<file path="config.mk">
export PLATFORM = sky130hd
export DESIGN_NAME = instr_fetch_unit_flat
export DESIGN_NICKNAME = d
export VERILOG_FILES = /design/src/rtl/mips_pkg.sv /design/src/rtl/instr_fetch_unit_if.sv /design/src/rtl/instr_fetch_unit_next_pc_calc.sv /design/src/rtl/instr_fetch_unit.sv /design/src/flat_wrapper.sv
export SDC_FILE = /design/constraint.sdc
export NUM_CORES = 1
export LEC_CHECK = 0
export CAP_MARGIN = 20
export CORE_MARGIN = 2
export CORE_UTILIZATION = 48
export DETAILED_ROUTE_END_ITERATION = 12
export PLACE_DENSITY = 0.79
export SLEW_MARGIN = 25
export SYNTH_ARGS = -nofsm -noshare
export SYNTH_HDL_FRONTEND = slang
export SYNTH_SLANG_ARGS = --single-unit
export TNS_END_PERCENT = 5
</file>
<file path="constraint.sdc">
create_clock -name clk -period 4.84 [get_ports clk]
set_clock_uncertainty 0.2 [all_clocks]
set_input_delay 0.726 -clock clk [delete_from_list [all_inputs] [get_ports clk]]
set_output_delay 0.726 -clock clk [all_outputs]
set_load 0.1 [all_outputs]
</file>
<file path="src/rtl/mips_pkg.sv">
// Shared fetch-stage definitions for the MIPS core: FSM states, opcode/funct
// constants used for next-PC selection, and fetch error codes.
package mips_pkg;

   typedef enum logic [2:0] {
      S_BOOT,
      S_REQ,
      S_WAIT,
      S_EXEC,
      S_HALT
   } fetch_state_e;

   localparam logic [5:0] OP_RTYPE = 6'h00;
   localparam logic [5:0] FUNCT_JR = 6'h08;
   localparam logic [5:0] OP_J     = 6'h02;
   localparam logic [5:0] OP_JAL   = 6'h03;

   typedef enum logic [1:0] {
      ERR_NONE     = 2'b00,
      ERR_TIMEOUT  = 2'b01,
      ERR_MISALIGN = 2'b10
   } fetch_err_e;

endpackage

</file>
<file path="src/rtl/instr_fetch_unit_if.sv">
// Instruction-memory request/response bundle between the fetch unit (master)
// and a multi-cycle instruction memory (slave).
interface instr_fetch_unit_if;
   logic        imem_req;
   logic [31:0] imem_addr;
   logic        imem_rvalid;
   logic [31:0] imem_rdata;

   modport master (output imem_req, imem_addr, input imem_rvalid, imem_rdata);
   modport slave  (input imem_req, imem_addr, output imem_rvalid, imem_rdata);
endinterface

</file>
<file path="src/rtl/instr_fetch_unit_next_pc_calc.sv">
// Combinational next-PC selection: jr > j/jal > relative branch > sequential,
// plus a flag for a target that is not word aligned.
module next_pc_calc
   import mips_pkg::*;
(
   input  logic [31:0] pc,
   input  logic [31:0] instr,
   input  logic        dobranch,
   input  logic        dojump,
   input  logic [31:0] jr_target,
   output logic [31:0] next_pc,
   output logic        misaligned
);

   logic [31:0] pc_plus4;
   logic [31:0] br_offset;
   logic        is_jr;

   assign pc_plus4  = pc + 32'd4;
   assign br_offset = {{14{instr[15]}}, instr[15:0], 2'b00};
   assign is_jr     = (instr[31:26] == OP_RTYPE) && (instr[5:0] == FUNCT_JR);

   // NOTE: every combinational output gets a default before the branches so
   // no path leaves it unassigned, which would infer a latch.
   always_comb begin
      next_pc = pc_plus4;
      if (dojump && is_jr) begin
         next_pc = jr_target;
      end else if (dojump) begin
         next_pc = {pc_plus4[31:28], instr[25:0], 2'b00};
      end else if (dobranch) begin
         next_pc = pc_plus4 + br_offset;
      end
   end

   assign misaligned = (next_pc[1:0] != 2'b00);

endmodule

</file>
<file path="src/rtl/instr_fetch_unit.sv">
// Fetch stage: owns the PC, fetches from a multi-cycle imem, holds the word
// for decode/execute and advances the PC on retire.
module instr_fetch_unit
   import mips_pkg::*;
#(
   parameter logic [31:0] RESET_PC = 32'h0000_0000,
   parameter int          TIMEOUT  = 16,
   parameter int          CNT_W    = 32
) (
   input  logic               clk,
   input  logic               reset,
   instr_fetch_unit_if.master imem,
   output logic [31:0]        instr,
   output logic               instr_valid,
   output logic [31:0]        pc,
   output logic [31:0]        pc_plus4,
   input  logic               retire,
   input  logic               dobranch,
   input  logic               dojump,
   input  logic [31:0]        jr_target,
   output logic               halted,
   output logic [1:0]         err_code,
   output logic [CNT_W-1:0]   retired_cnt
);

   localparam int WAIT_W = $clog2(TIMEOUT) + 1;

   fetch_state_e      state_q, state_d;
   logic [31:0]       pc_q, pc_d;
   logic [31:0]       instr_q, instr_d;
   logic [WAIT_W-1:0] wait_cnt_q, wait_cnt_d;
   fetch_err_e        err_q, err_d;
   logic [CNT_W-1:0]  cnt_q, cnt_d;

   logic [31:0] next_pc;
   logic        misaligned;

   next_pc_calc u_next_pc_calc (
      .pc         (pc_q),
      .instr      (instr_q),
      .dobranch   (dobranch),
      .dojump     (dojump),
      .jr_target  (jr_target),
      .next_pc    (next_pc),
      .misaligned (misaligned)
   );

   // NOTE: sequential state uses non-blocking assignments so all registers
   // update together from the same pre-edge values.
   always_ff @(posedge clk or posedge reset) begin
      if (reset) begin
         state_q    <= S_BOOT;
         pc_q       <= RESET_PC;
         instr_q    <= '0;
         wait_cnt_q <= '0;
         err_q      <= ERR_NONE;
         cnt_q      <= '0;
      end else begin
         state_q    <= state_d;
         pc_q       <= pc_d;
         instr_q    <= instr_d;
         wait_cnt_q <= wait_cnt_d;
         err_q      <= err_d;
         cnt_q      <= cnt_d;
      end
   end

   always_comb begin
      state_d    = state_q;
      pc_d       = pc_q;
      instr_d    = instr_q;
      wait_cnt_d = wait_cnt_q;
      err_d      = err_q;
      cnt_d      = cnt_q;
      unique case (state_q)
         S_BOOT: state_d = S_REQ;
         S_REQ: begin
            state_d    = S_WAIT;
            wait_cnt_d = '0;
         end
         S_WAIT: begin
            wait_cnt_d = wait_cnt_q + WAIT_W'(1);
            if (imem.imem_rvalid) begin
               instr_d = imem.imem_rdata;
               state_d = S_EXEC;
            end else if (wait_cnt_q == WAIT_W'(TIMEOUT - 1)) begin
               err_d   = ERR_TIMEOUT;
               state_d = S_HALT;
            end
         end
         S_EXEC: begin
            if (retire) begin
               cnt_d = cnt_q + CNT_W'(1);
               // A misaligned target still counts as retired but freezes pc.
               if (misaligned) begin
                  err_d   = ERR_MISALIGN;
                  state_d = S_HALT;
               end else begin
                  pc_d    = next_pc;
                  state_d = S_REQ;
               end
            end
         end
         S_HALT: state_d = S_HALT;
         default: state_d = S_HALT;
      endcase
   end

   assign imem.imem_req  = (state_q == S_REQ);
   assign imem.imem_addr = pc_q;
   assign instr          = instr_q;
   assign instr_valid    = (state_q == S_EXEC);
   assign pc             = pc_q;
   assign pc_plus4       = pc_q + 32'd4;
   assign halted         = (state_q == S_HALT);
   assign err_code       = err_q;
   assign retired_cnt    = cnt_q;

endmodule

</file>
<file path="src/flat_wrapper.sv">
// flat-port wrapper written by rule: the top's interface ports become plain ports
module instr_fetch_unit_flat import mips_pkg::*;
#(
   parameter logic [31:0] RESET_PC = 32'h0000_0000,
   parameter int          TIMEOUT  = 16,
   parameter int          CNT_W    = 32
)
  (clk, reset, instr, instr_valid, pc, pc_plus4, retire, dobranch, dojump, jr_target, halted, err_code, retired_cnt, imem_imem_req, imem_imem_addr, imem_imem_rvalid, imem_imem_rdata);
  instr_fetch_unit_if imem_i ();
  input  logic clk;
  input  logic reset;
  output logic [31:0] instr;
  output logic instr_valid;
  output logic [31:0] pc;
  output logic [31:0] pc_plus4;
  input  logic retire;
  input  logic dobranch;
  input  logic dojump;
  input  logic [31:0] jr_target;
  output logic halted;
  output logic [1:0] err_code;
  output logic [CNT_W-1:0] retired_cnt;
  output wire logic [$bits(imem_i.imem_req)-1:0] imem_imem_req;
  output wire logic [$bits(imem_i.imem_addr)-1:0] imem_imem_addr;
  input wire logic [$bits(imem_i.imem_rvalid)-1:0] imem_imem_rvalid;
  input wire logic [$bits(imem_i.imem_rdata)-1:0] imem_imem_rdata;
  assign imem_imem_req = imem_i.imem_req;
  assign imem_imem_addr = imem_i.imem_addr;
  assign imem_i.imem_rvalid = imem_imem_rvalid;
  assign imem_i.imem_rdata = imem_imem_rdata;
  instr_fetch_unit #(.RESET_PC(RESET_PC), .TIMEOUT(TIMEOUT), .CNT_W(CNT_W)) u_core (.clk(clk), .reset(reset), .imem(imem_i), .instr(instr), .instr_valid(instr_valid), .pc(pc), .pc_plus4(pc_plus4), .retire(retire), .dobranch(dobranch), .dojump(dojump), .jr_target(jr_target), .halted(halted), .err_code(err_code), .retired_cnt(retired_cnt));
endmodule
</file>
==> results.md <==
* Top cells by area, synth: dfrtp_1 36%, ha_1 6.6%, xnor2_1 6.5%, mux2_2 5.0%, nand2_1 3.9%
* Seq. cell area at between 2000 and 3000 µm²
* GRT Util Overall at 27.9%
* DRC at 0
* Cell mode on critical path: ha_1
* CTS tree: built
* WP data required at just under 5 ns
* Synth top area share at ~36%
* Tmin final at 4.36 ns
* DRT Pass-1 Iters at 5
* Top-count cell post-synth: dfrtp_1
* WP buf/inv at 0
* Post-CTS Resized at 0
* Post-synthesis sequential area ratio at between 30% and 40%
* Routed via count at around 6,900
* # diodes at 0
* Syn avg cell area at about 9.2 µm²
* Syn Nets at between 900 and 1,000
* TNS Setup at 0 ns
* Critical path type: flop to flop
* Min-delay worst type: flop to flop
* Clk slew on worst S/H paths at approximately 0.08 ns
* Yosys reg bits at between 100 and 150
* Die Y at 128 µm
* GRT overflow at 0
* RSZ-0062 raised after global routing: no
* Root Buffer: clkbuf_16
* Die area at 16,400 µm²
* Worst slew pin tran at between 1 and 1.5 ns
* DRT iter0 DRCs at between 400 and 500
* Worst Path Arrival at about 4.4 ns
* Area leader, netlist: dfrtp_1
* Ys async rst share at 100%
* Yosys warns at 0
* Drt total wl at between 20 and 25 mm
* Fmax at ~0.23 GHz
* NumNets Final at roughly 1,100
* # H-tree levels at 3
* Count of flip-flops with a built-in enable after synthesis at 0
* Mapped Cells at 803
* Final-report setup violation count at 0
* Final hold violations at 0
* TritonCTS buffer count at 9
* Post-synth top cells: 106 x dfrtp_1, 77 x nand2_1, 55 x xnor2_1, 52 x nor2_1, 45 x a21oi_1
* Worst Setup End Kind: flop
* Pin count of the biggest net entering global routing at between 40 and 50
* Vias per Instance at between 5 and 6
* # Max-Cap Violations at 0
* Skew-Pair Late Insertion Delay at approximately 0.36 ns
* Number of unique standard cell types used by synthesis at slightly above 70
* # port buffers at approximately 230
* WL per Instance at ~19 µm
* Status: finished clean
* Area Growth Syn to Fin at 39.9%
* CP startpoint kind: flop
* Cts hold-fix bufs at 0
* Fraction of layout instances using a drive strength above 1 at 14.6%
* Rel. slew slack at a little under a third
* Cell family with most CP delay: simple AND/OR/NAND/NOR gates
* Initial Util at 48.8%
* Antenna violations before repair at 0
* Number of global-route vias before repair at ~6,800
* Clock Path Buffers at 2
* Worst path slowest cell: nor3_1
* Core footprint at between 15,000 and 20,000 µm²
* Synth Cell Area at around 7400 µm²
* I/O pins at roughly 240
* Hpwl dp at 16.9 mm
* Critical path peak fanout at 8
* GPL Wtd Cong at 0.945
* Row count at 45
* CP max stage delay at around 0.53 ns
* Fill count at about 1,200
* Post-DRT Antenna Nets at 0
* CP cell instances: ha_1 > nand3_1 > nor3_1 > nand2_1 > xnor2_4 > ha_1 > a21oi_1 > nor2b_1 > o21a_1 > a41oi_2 > a21oi_2 > and4_4 > or4b_4 > a221oi_2
* Die W at 128 µm
* Slew Viols, Final at 0
* First-pass GRT wire length at about 36 mm
* Multi-input combinational cell area at 4650 µm²
* Setup Fix Bufs, Post-CTS at 0
* # clock sinks at ~110
* Top FF cell, synth: dfrtp_1
* Tcrit/Tclk final at 90.1%
## stage by stage
step	util [%]	setup slack (ns)	hold WS [ns]	instance area, µm²	cells
2_1_floorplan	-	0.0369	0.250	7740	803
3_3_place_gp	65.9	0.721	0.260	9990	1171
3_5_place_dp	65.9	0.513	0.269	9990	1171
4_1_cts	68.1	0.512	0.280	10300	1187
5_1_grt	68.3	0.184	0.308	10300	1188
6_report	68.3	0.480	0.278	10300	1188
## sequential cells by signal, indices dropped and copies added, names as in the netlist
| name | flops |
|---|---|
| u_core.err_code | 2 |
| u_core.imem.imem_addr | 32 |
| u_core.instr | 32 |
| u_core.retired_cnt | 32 |
| u_core.state_q | 3 |
| u_core.wait_cnt_q | 5 |
## worst paths after layout
path	from	end	slack, ns	cells after the start
setup / recovery	u_core.imem.imem_addr[2]	u_core.imem.imem_addr[28]	0.48	14
hold / removal	u_core.retired_cnt[31]	u_core.retired_cnt[31]	0.28	1
setup reg to reg	u_core.imem.imem_addr[2]	u_core.imem.imem_addr[28]	0.48	14
hold reg to reg	u_core.retired_cnt[31]	u_core.retired_cnt[31]	0.28	1
max in group asynchronous	reset	u_core.imem.imem_addr[16]	3.02	3
min in group asynchronous	reset	u_core.retired_cnt[9]	0.56	2
## cells by family (layout without fill, tap and decap cells)
family                     count (synthesis)  in the layout  share of synthesized area [%]
adders and majority gates                 40             40                           6.87
and+or+nand+nor                          263            263                           18.4
muxes                                     42             42                           6.26
xor gates and xnor gates                  79             79                           9.36
DFF                                      106            106                           35.9
buffers and inverters                     81            278                           5.91
AOI/OAI and AO/OA                        192            192                           17.3
## per-layer routing
| metal | vias to the layer above | global-route usage (%) | wire length [µm] | share of wire, % |
|---|---|---|---|---|
| met1 | 3303 | 36.9 | 9880 | 43 |
| met4 | 0 | 9.05 | 583 | 2.6 |
| li1 | 3267 | - | - | - |
| met2 | 285 | 45.9 | 10700 | 47 |
| met3 | 40 | 5.84 | 1580 | 6.9 |
| met5 | - | 0 | 0 | 0 |
## area by class of cell
cell class	instances	area share (%)
Clock buffer	9	2.18
Clock inverter	7	1.04
Inverter	16	0.605
Multi-Input combinational cell	616	44.9
Sequential cell	106	25.8
Tap cell	188	2.27
Timing Repair Buffer	246	23.2
## worst register-to-register path: stages, from the launching register on
cell and delay (ns):
dfrtp_2 0.45, ha_1 0.31, nand3_1 0.20, nor3_1 0.53, nand2_1 0.24, xnor2_4 0.19, ha_1 0.36, a21oi_1 0.17
nor2b_1 0.08, o21a_1 0.17, a41oi_2 0.30, a21oi_2 0.13, and4_4 0.21, or4b_4 0.51, a221oi_2 0.23
## cell usage in the layout (no fill, tap or decap), types with 10 or more instances in the layout
cell / n
and4_1: 13
mux2_2: 33
dfrtp_1: 95
a21o_1: 13
nand4_1: 21
nand3_1: 35
nand2_1: 77
o21ai_0: 43
a21oi_1: 45
xnor2_2: 12
a211oi_1: 15
and2_1: 10
xnor2_1: 34
ha_1: 39
nor2_1: 51
dfrtp_2: 11
and3_1: 16
xor2_1: 18
inv_1: 14
clkdlybuf4s50_1: 215
buf_4: 30
Power is left out: the tool's default activity adds up to more than one toggle a clock period on the data nets, which glitch-free logic cannot reach.
